File: src/rtl/cpu_pkg.sv
`default_nettype none
// ============================================================================
// Module   : cpu_pkg
// Purpose  : Shared constants and types for the stage-3 16-bit processor
//            control unit: opcodes, extension codes, condition codes, ALU
//            operation codes, PSR flag indices and the control FSM states.
// Revision : 1.0 - initial release
// ============================================================================
package cpu_pkg;

    // Major opcodes, instruction bits [15:12]
    localparam logic [3:0] c_OP_RTYPE = 4'b0000;
    localparam logic [3:0] c_OP_MEM   = 4'b0100;
    localparam logic [3:0] c_OP_LSHI  = 4'b1000;
    localparam logic [3:0] c_OP_BCOND = 4'b1100;
    localparam logic [3:0] c_OP_MOVI  = 4'b1101;
    localparam logic [3:0] c_OP_LUI   = 4'b1111;

    // R-type extension codes, instruction bits [7:4]
    localparam logic [3:0] c_EXT_AND = 4'b0001;
    localparam logic [3:0] c_EXT_OR  = 4'b0010;
    localparam logic [3:0] c_EXT_XOR = 4'b0011;
    localparam logic [3:0] c_EXT_ADD = 4'b0101;
    localparam logic [3:0] c_EXT_SUB = 4'b1001;
    localparam logic [3:0] c_EXT_CMP = 4'b1011;
    localparam logic [3:0] c_EXT_MOV = 4'b1101;

    // Memory / jump extension codes (opcode 0100)
    localparam logic [3:0] c_EXT_LOAD  = 4'b0000;
    localparam logic [3:0] c_EXT_STOR  = 4'b0100;
    localparam logic [3:0] c_EXT_JCOND = 4'b1100;
    localparam logic [3:0] c_EXT_JAL   = 4'b1000;

    // Condition codes carried in the rd field of jumps and branches
    localparam logic [3:0] c_CC_EQ = 4'b0000;
    localparam logic [3:0] c_CC_NE = 4'b0001;
    localparam logic [3:0] c_CC_CS = 4'b0010;
    localparam logic [3:0] c_CC_CC = 4'b0011;
    localparam logic [3:0] c_CC_GT = 4'b0110;
    localparam logic [3:0] c_CC_LE = 4'b0111;
    localparam logic [3:0] c_CC_LT = 4'b1100;
    localparam logic [3:0] c_CC_GE = 4'b1101;
    localparam logic [3:0] c_CC_UC = 4'b1110;

    // ALU operation codes driven on alu_op
    localparam logic [4:0] c_ALU_NOP = 5'd0;
    localparam logic [4:0] c_ALU_AND = 5'd1;
    localparam logic [4:0] c_ALU_OR  = 5'd2;
    localparam logic [4:0] c_ALU_XOR = 5'd3;
    localparam logic [4:0] c_ALU_ADD = 5'd4;
    localparam logic [4:0] c_ALU_SUB = 5'd5;
    localparam logic [4:0] c_ALU_CMP = 5'd6;
    localparam logic [4:0] c_ALU_MOV = 5'd7;
    localparam logic [4:0] c_ALU_SLL = 5'd8;
    localparam logic [4:0] c_ALU_SRL = 5'd9;

    // PSR / ALU flag bit positions, {C,L,F,Z,N} in [4:0]
    localparam int c_FLAG_C = 4;
    localparam int c_FLAG_L = 3;
    localparam int c_FLAG_F = 2;
    localparam int c_FLAG_Z = 1;
    localparam int c_FLAG_N = 0;

    // Flag update masks
    localparam logic [4:0] c_FLAGS_ARITH = 5'b10100;
    localparam logic [4:0] c_FLAGS_CMP   = 5'b01011;

    // Control FSM states
    typedef enum logic [2:0] {
        ST_FETCH  = 3'd0,
        ST_DECODE = 3'd1,
        ST_EXEC   = 3'd2,
        ST_MEM    = 3'd3,
        ST_WB     = 3'd4
    } state_t;

    // Decoded instruction classes
    typedef enum logic [3:0] {
        IC_NOP   = 4'd0,
        IC_ALU   = 4'd1,
        IC_CMP   = 4'd2,
        IC_MOVI  = 4'd3,
        IC_LUI   = 4'd4,
        IC_LSHI  = 4'd5,
        IC_LOAD  = 4'd6,
        IC_STOR  = 4'd7,
        IC_JCOND = 4'd8,
        IC_JAL   = 4'd9,
        IC_BCOND = 4'd10
    } iclass_t;

    // Sign-extend an 8-bit branch displacement to 16 bits
    function automatic logic [15:0] sext8(input logic [7:0] v);
        return {{8{v[7]}}, v};
    endfunction

endpackage
`default_nettype wire

File: src/rtl/cond_eval.sv
`default_nettype none
// ============================================================================
// Module   : cond_eval
// Purpose  : Evaluates a 4-bit branch condition code against PSR flags.
// Revision : 1.0 - initial release
// ============================================================================
module cond_eval
    import cpu_pkg::*;
(
    input  logic [3:0] i_cond,
    input  logic       i_flag_c,
    input  logic       i_flag_z,
    input  logic       i_flag_n,
    output logic       o_taken
);

    // Map each condition code onto its flag expression; unknown codes never take
    always_comb begin
        o_taken = 1'b0;
        case (i_cond)
            c_CC_EQ: o_taken = i_flag_z;
            c_CC_NE: o_taken = ~i_flag_z;
            c_CC_CS: o_taken = i_flag_c;
            c_CC_CC: o_taken = ~i_flag_c;
            c_CC_GT: o_taken = ~i_flag_n & ~i_flag_z;
            c_CC_LE: o_taken = i_flag_n | i_flag_z;
            c_CC_LT: o_taken = i_flag_n;
            c_CC_GE: o_taken = ~i_flag_n;
            c_CC_UC: o_taken = 1'b1;
            default: o_taken = 1'b0;
        endcase
    end

endmodule
`default_nettype wire

File: src/rtl/cpu_fsm.sv
`default_nettype none
// ============================================================================
// Module   : cpu_fsm
// Purpose  : Multicycle control unit. Fetches from BRAM port A, decodes,
//            drives register file / ALU / BRAM port B controls, keeps the
//            PSR and computes the next PC for the external PC register.
// Revision : 1.0 - initial release
// ============================================================================
module cpu_fsm
    import cpu_pkg::*;
#(
    parameter int ADDR_W = 9
) (
    input  logic              clk,
    input  logic              rst,
    input  logic [15:0]       pc_in,
    output logic              pc_en,
    output logic [15:0]       pc_next,
    input  logic [15:0]       imem_dout,
    output logic              imem_en,
    output logic [ADDR_W-1:0] imem_addr,
    output logic              dmem_en,
    output logic              dmem_we,
    output logic [ADDR_W-1:0] dmem_addr,
    output logic [15:0]       dmem_din,
    input  logic [15:0]       dmem_dout,
    output logic              rf_we,
    output logic [3:0]        rf_waddr,
    output logic [15:0]       rf_wdata,
    output logic [3:0]        rf_ra_addr,
    output logic [3:0]        rf_rb_addr,
    input  logic [15:0]       rf_ra_data,
    input  logic [15:0]       rf_rb_data,
    output logic [4:0]        alu_op,
    output logic [4:0]        alu_shamt,
    output logic              alu_flags_en,
    output logic [4:0]        alu_flags_sel,
    output logic              alu_cin,
    input  logic [15:0]       alu_out,
    input  logic [4:0]        alu_flags,
    output logic [15:0]       ir_out
);

    state_t      r_state;
    state_t      w_state_next;
    logic [15:0] r_ir;
    logic [4:0]  r_psr;

    logic [3:0]  w_op;
    logic [3:0]  w_rd;
    logic [3:0]  w_ext;
    logic [3:0]  w_rs;
    logic [7:0]  w_imm8;

    iclass_t     w_cls;
    logic [4:0]  w_dec_alu_op;
    logic [4:0]  w_dec_flags_sel;
    logic        w_taken;
    logic [15:0] w_pc_inc;
    logic [15:0] w_pc_br;

    assign w_op   = r_ir[15:12];
    assign w_rd   = r_ir[11:8];
    assign w_ext  = r_ir[7:4];
    assign w_rs   = r_ir[3:0];
    assign w_imm8 = r_ir[7:0];

    assign w_pc_inc = pc_in + 16'd1;
    assign w_pc_br  = pc_in + sext8(w_imm8);

    // Branch/jump condition is judged against the PSR as it stood before EXEC
    cond_eval u_cond_eval (
        .i_cond   (w_rd),
        .i_flag_c (r_psr[c_FLAG_C]),
        .i_flag_z (r_psr[c_FLAG_Z]),
        .i_flag_n (r_psr[c_FLAG_N]),
        .o_taken  (w_taken)
    );

    // Classify the held instruction and pick its ALU operation and flag mask
    always_comb begin
        w_cls           = IC_NOP;
        w_dec_alu_op    = c_ALU_NOP;
        w_dec_flags_sel = 5'b00000;
        case (w_op)
            c_OP_RTYPE: begin
                case (w_ext)
                    c_EXT_AND: begin w_cls = IC_ALU; w_dec_alu_op = c_ALU_AND; end
                    c_EXT_OR:  begin w_cls = IC_ALU; w_dec_alu_op = c_ALU_OR;  end
                    c_EXT_XOR: begin w_cls = IC_ALU; w_dec_alu_op = c_ALU_XOR; end
                    c_EXT_MOV: begin w_cls = IC_ALU; w_dec_alu_op = c_ALU_MOV; end
                    c_EXT_ADD: begin
                        w_cls           = IC_ALU;
                        w_dec_alu_op    = c_ALU_ADD;
                        w_dec_flags_sel = c_FLAGS_ARITH;
                    end
                    c_EXT_SUB: begin
                        w_cls           = IC_ALU;
                        w_dec_alu_op    = c_ALU_SUB;
                        w_dec_flags_sel = c_FLAGS_ARITH;
                    end
                    c_EXT_CMP: begin
                        w_cls           = IC_CMP;
                        w_dec_alu_op    = c_ALU_CMP;
                        w_dec_flags_sel = c_FLAGS_CMP;
                    end
                    default: w_cls = IC_NOP;
                endcase
            end
            c_OP_MOVI:  w_cls = IC_MOVI;
            c_OP_LUI:   w_cls = IC_LUI;
            c_OP_LSHI: begin
                // Only ext[3:1]=000 is a shift; ext[0] picks the direction
                if (w_ext[3:1] == 3'b000) begin
                    w_cls        = IC_LSHI;
                    w_dec_alu_op = w_ext[0] ? c_ALU_SRL : c_ALU_SLL;
                end
            end
            c_OP_MEM: begin
                case (w_ext)
                    c_EXT_LOAD:  w_cls = IC_LOAD;
                    c_EXT_STOR:  w_cls = IC_STOR;
                    c_EXT_JCOND: w_cls = IC_JCOND;
                    c_EXT_JAL:   w_cls = IC_JAL;
                    default:     w_cls = IC_NOP;
                endcase
            end
            c_OP_BCOND: w_cls = IC_BCOND;
            default:    w_cls = IC_NOP;
        endcase
    end

    // Next-state and control outputs; everything is forced low while in reset
    always_comb begin
        w_state_next  = r_state;
        pc_en         = 1'b0;
        pc_next       = w_pc_inc;
        imem_en       = 1'b0;
        imem_addr     = pc_in[ADDR_W-1:0];
        dmem_en       = 1'b0;
        dmem_we       = 1'b0;
        dmem_addr     = rf_rb_data[ADDR_W-1:0];
        dmem_din      = rf_ra_data;
        rf_we         = 1'b0;
        rf_waddr      = w_rd;
        rf_wdata      = alu_out;
        rf_ra_addr    = w_rd;
        rf_rb_addr    = w_rs;
        alu_op        = w_dec_alu_op;
        alu_shamt     = {1'b0, w_imm8[3:0]};
        alu_flags_en  = 1'b0;
        alu_flags_sel = 5'b00000;
        alu_cin       = r_psr[c_FLAG_C];
        ir_out        = r_ir;

        case (r_state)
            ST_FETCH: begin
                imem_en      = 1'b1;
                w_state_next = ST_DECODE;
            end
            ST_DECODE: begin
                w_state_next = ST_EXEC;
            end
            ST_EXEC: begin
                pc_en         = 1'b1;
                w_state_next  = ST_FETCH;
                alu_flags_en  = (w_dec_flags_sel != 5'b00000);
                alu_flags_sel = w_dec_flags_sel;
                case (w_cls)
                    IC_ALU, IC_LSHI: begin
                        rf_we    = 1'b1;
                        rf_wdata = alu_out;
                    end
                    IC_MOVI: begin
                        rf_we    = 1'b1;
                        rf_wdata = {8'h00, w_imm8};
                    end
                    IC_LUI: begin
                        rf_we    = 1'b1;
                        rf_wdata = {w_imm8, 8'h00};
                    end
                    IC_LOAD: begin
                        // PC update is deferred to WB once the data returns
                        pc_en        = 1'b0;
                        dmem_en      = 1'b1;
                        w_state_next = ST_MEM;
                    end
                    IC_STOR: begin
                        dmem_en = 1'b1;
                        dmem_we = 1'b1;
                    end
                    IC_JCOND: begin
                        if (w_taken) begin
                            pc_next = rf_rb_data;
                        end
                    end
                    IC_JAL: begin
                        rf_we    = 1'b1;
                        rf_wdata = w_pc_inc;
                        pc_next  = rf_rb_data;
                    end
                    IC_BCOND: begin
                        if (w_taken) begin
                            pc_next = w_pc_br;
                        end
                    end
                    default: ;
                endcase
            end
            ST_MEM: begin
                w_state_next = ST_WB;
            end
            ST_WB: begin
                rf_we        = 1'b1;
                rf_wdata     = dmem_dout;
                pc_en        = 1'b1;
                w_state_next = ST_FETCH;
            end
            default: w_state_next = ST_FETCH;
        endcase

        // Gating here means a reset landing mid-instruction writes nothing
        if (rst) begin
            pc_en         = 1'b0;
            pc_next       = 16'h0000;
            imem_en       = 1'b0;
            imem_addr     = '0;
            dmem_en       = 1'b0;
            dmem_we       = 1'b0;
            dmem_addr     = '0;
            dmem_din      = 16'h0000;
            rf_we         = 1'b0;
            rf_waddr      = 4'h0;
            rf_wdata      = 16'h0000;
            rf_ra_addr    = 4'h0;
            rf_rb_addr    = 4'h0;
            alu_op        = 5'b00000;
            alu_shamt     = 5'b00000;
            alu_flags_en  = 1'b0;
            alu_flags_sel = 5'b00000;
            alu_cin       = 1'b0;
            ir_out        = 16'h0000;
        end
    end

    // State register and instruction register (IR captures fetch data in DECODE)
    always_ff @(posedge clk) begin
        if (rst) begin
            r_state <= ST_FETCH;
            r_ir    <= 16'h0000;
        end else begin
            r_state <= w_state_next;
            if (r_state == ST_DECODE) begin
                r_ir <= imem_dout;
            end
        end
    end

    // PSR: only the flags selected by the ALU mask are refreshed
    always_ff @(posedge clk) begin
        if (rst) begin
            r_psr <= 5'b00000;
        end else if (alu_flags_en) begin
            r_psr <= (r_psr & ~alu_flags_sel) | (alu_flags & alu_flags_sel);
        end
    end

endmodule
`default_nettype wire

File: config.mk
export PLATFORM = sky130hd
export DESIGN_NAME = cpu_fsm
export DESIGN_NICKNAME = d
export VERILOG_FILES = /design/src/rtl/cpu_pkg.sv /design/src/rtl/cond_eval.sv /design/src/rtl/cpu_fsm.sv
export SDC_FILE = /design/constraint.sdc
export NUM_CORES = 1
export LEC_CHECK = 0
export BUFFER_PORTS_ARGS = -buffer_cell sky130_fd_sc_hd__buf_2
export CELL_PAD_IN_SITES_DETAIL_PLACEMENT = 1
export CELL_PAD_IN_SITES_GLOBAL_PLACEMENT = 2
export CORE_MARGIN = 2
export CORE_UTILIZATION = 24
export DETAILED_ROUTE_END_ITERATION = 10
export PLACE_DENSITY = 0.95
export SYNTH_ARGS = -nofsm -noshare
export SYNTH_HDL_FRONTEND = slang
export SYNTH_SLANG_ARGS = --single-unit
File: constraint.sdc
create_clock -name clk -period 3.95 [get_ports clk]
set_clock_uncertainty 0.2 [all_clocks]
set_input_delay 0.1975 -clock clk [delete_from_list [all_inputs] [get_ports clk]]
set_output_delay 0.1975 -clock clk [all_outputs]
set_load 0.01 [all_outputs]
==> results_dict.tcl <==
set metrics [dict create \
    grt.total_usage 0.209 \
    power_density_mw_per_mm2 213 \
    run_status "complete, but fails checks" \
    final_hold_viol_count 1 \
    grt_pass1_wl_mm 29.4 \
    setup-violations-final 0 \
    die_w_um 131 \
    cts-buffers-inserted 3 \
    die_h_um 131 \
    wirelength_mm 19.2 \
    synth_cell_types 69 \
    startpoint_type "flop" \
    wl_per_cell_um 19.5 \
    yosys-top-cells-count "nand2_1 (71), nor2b_1 (55), a21oi_1 (49)" \
    diodes 0 \
    ant_nets 0 \
    crit_required_ns 3.55 \
    postSynthCellCount 583 \
    first_global_vias 5204 \
    avgViaCountPerCell 5.30 \
    hold_start "imem_dout[13]" \
    dieArea_sq_mm 0.0173 \
    crit_type "reg -> out" \
    io_buffers 214 \
    core-area_sq_mm 0.0159 \
    clkSinkCount 22 \
    fin_crit_sh 0.879 \
    pin_count 219 \
    overflow 0 \
    drtIter0Drc 283 \
    fp-row-count 46 \
    yosysMostFrequentCell "nand2_1" \
    synth_area_per_cell_sq_um 6.69 \
    synth-seq-area-share 0.113 \
    hpwlAfterDp_mm 14.7 \
    synth_area_leader_cell "dfxtp_1" \
    drc 0 \
    irDropWorstVdd_uv 193 \
    r2r_start "r_ir[13]" \
    grt_antenna_before_repair 0 \
    min_path_type "in -> reg" \
    ys_ff_latch 22 \
    synth_edf_count 0 \
    clkLatencyLatePin_ns 0.26 \
    clockBufferDepth 2 \
    dp.cells 967 \
    fmax_mhz 288 \
    firstDrtPassIters 5 \
    cp.arrival_ns 3.07 \
    hold-worst-slack_ns -0.00144 \
    postCtsSetupBuffers 0 \
    slew_headroom 0.427 \
    path_max_fanout 14 \
    syn_area_sq_mm 0.00390 \
    endpoint_kind "primary output" \
    fin_cells 985 \
    crit_path_start "r_ir[7]" \
    num_vias 5225 \
    async_reset_ff_frac 0 \
    drv_cap 0 \
    cts_tree "built" \
    yosys.area.top_type_share 0.113 \
    synth_area_leaders "dfxtp_1 (11%), nor2b_1 (8.8%), nand2_1 (6.8%), a21oi_1 (6.3%), ha_1 (5.1%)" \
    yosys_warnings 0 \
    cts_root_buffer "clkbuf_16" \
    final_max_slew_viol_count 0 \
    path_clk_slew_ns 0.06 \
    grt_max_degree 44 \
    final.setup.tns_ns 0 \
    area_growth_pct 35.2 \
    violations "negative hold slack" \
    drive_above_1_share 0.320 \
    initial_core_util 0.245 \
    gp_congestion 0.874 \
    num-nets-final 890 \
    synthFlopType "dfxtp_1" \
    worstMarginPinSlew_ns 0.852 \
    finalCriticalPeriod_ns 3.47 \
    p_leak_nw 2.56 \
    rsz0062_at_grt "no" \
    htree_levels 1 \
]
path summary, 6_finish.rpt:
| path | end | slack [ns] | cells past startpoint |
|---|---|---|---|
| hold reg to reg | flop | 0.33 | 2 |
| hold / removal | r_ir[13] | -0.001 | 3 |
| setup reg to reg | flop | 1.60 | 7 |
| setup / recovery | pc_next[10] | 0.48 | 7 |
critical path, cell delays in order, from the launching register on:
cell     delay [ns]
dfxtp_1        0.75
nor3_1         0.16
and3_1         0.28
or3_1          0.45
o31ai_2        0.62
nand2_1        0.17
o22ai_1        0.20
buf_2          0.16
per-layer routing:
metal	up-vias	wire, um	part of all wire	GRT usage
met5	-	0	0	0
met4	0	162	0.0084	0.0296
met3	10	923	0.048	0.0231
met2	171	9430	0.49	0.375
met1	2549	8660	0.45	0.273
li1	2495	-	-	-
power breakdown:
group          switching, mW  leakage [nW]  total, mW  internal [mW]
Combinational          0.318          2.33      0.553          0.234
Clock                 0.0854        0.0511      0.287          0.201
Sequential            0.0442         0.180      0.282          0.237
final cells by class:
type / count / area [sq um]
fillers: 2075 / 10600
multi-input cells: 490 / 3100
repair buffers: 241 / 1310
flip-flops and latches: 22 / 440
well taps: 216 / 270
clock buffers: 3 / 75.1
inverters: 12 / 45.0
clock inverters: 1 / 30.0
per-stage QoR:
step / area, sq um / worst slack (ns) / hold slack, ns / power (mW) / utilization
floorplan: 3900 / 1.39 / 0.0964 / 0.610 / -
global placement: 5030 / 0.872 / 0.197 / 0.810 / 0.316
detailed placement: 5030 / 0.822 / 0.198 / 0.818 / 0.316
CTS: 5270 / 0.526 / 0.00117 / 1.12 / 0.332
global route: 5270 / 0.330 / 0.0136 / 1.19 / 0.332
finish: 5270 / 0.480 / -0.00144 / 1.12 / 0.332
cells by family (layout without fill, tap and decap cells):
kind of cell	count (synthesis)	in the layout	share of synthesized area
and+or+nand+nor	257	257	0.350
buffers and inverters	72	257	0.0931
xor gates and xnor gates	25	25	0.0562
DFF	22	22	0.113
muxes	5	5	0.0135
adders and majority gates	17	17	0.0565
other	1	2	0.000962
AOI/OAI and AO/OA	184	184	0.317
layout by cell type, fill, tap and decap left out, types with 4 or more instances in the layout:
master,n
a211oi_1,9
a21o_1,11
a21oi_1,49
a221o_1,8
a221oi_1,8
a22oi_1,9
a31oi_1,9
a32oi_1,4
and2_1,5
and3_1,17
buf_2,213
buf_4,14
dfxtp_1,22
dlygate4sd3_1,14
ha_1,16
inv_1,12
nand2_1,71
nand2b_1,9
nand3_1,20
nand4_1,11
nor2_1,29
nor2b_1,55
nor3_1,16
nor4_1,4
o211ai_1,4
o21ai_0,29
o22ai_1,15
xnor2_1,16
xor2_1,9
repair_timing:
item                                   CTS  global route
endpoints found under the hold margin   14             0
resized for setup                        0             0
hold buffers                            14             0
No activity file was read; power rests on OpenSTA's default activity.
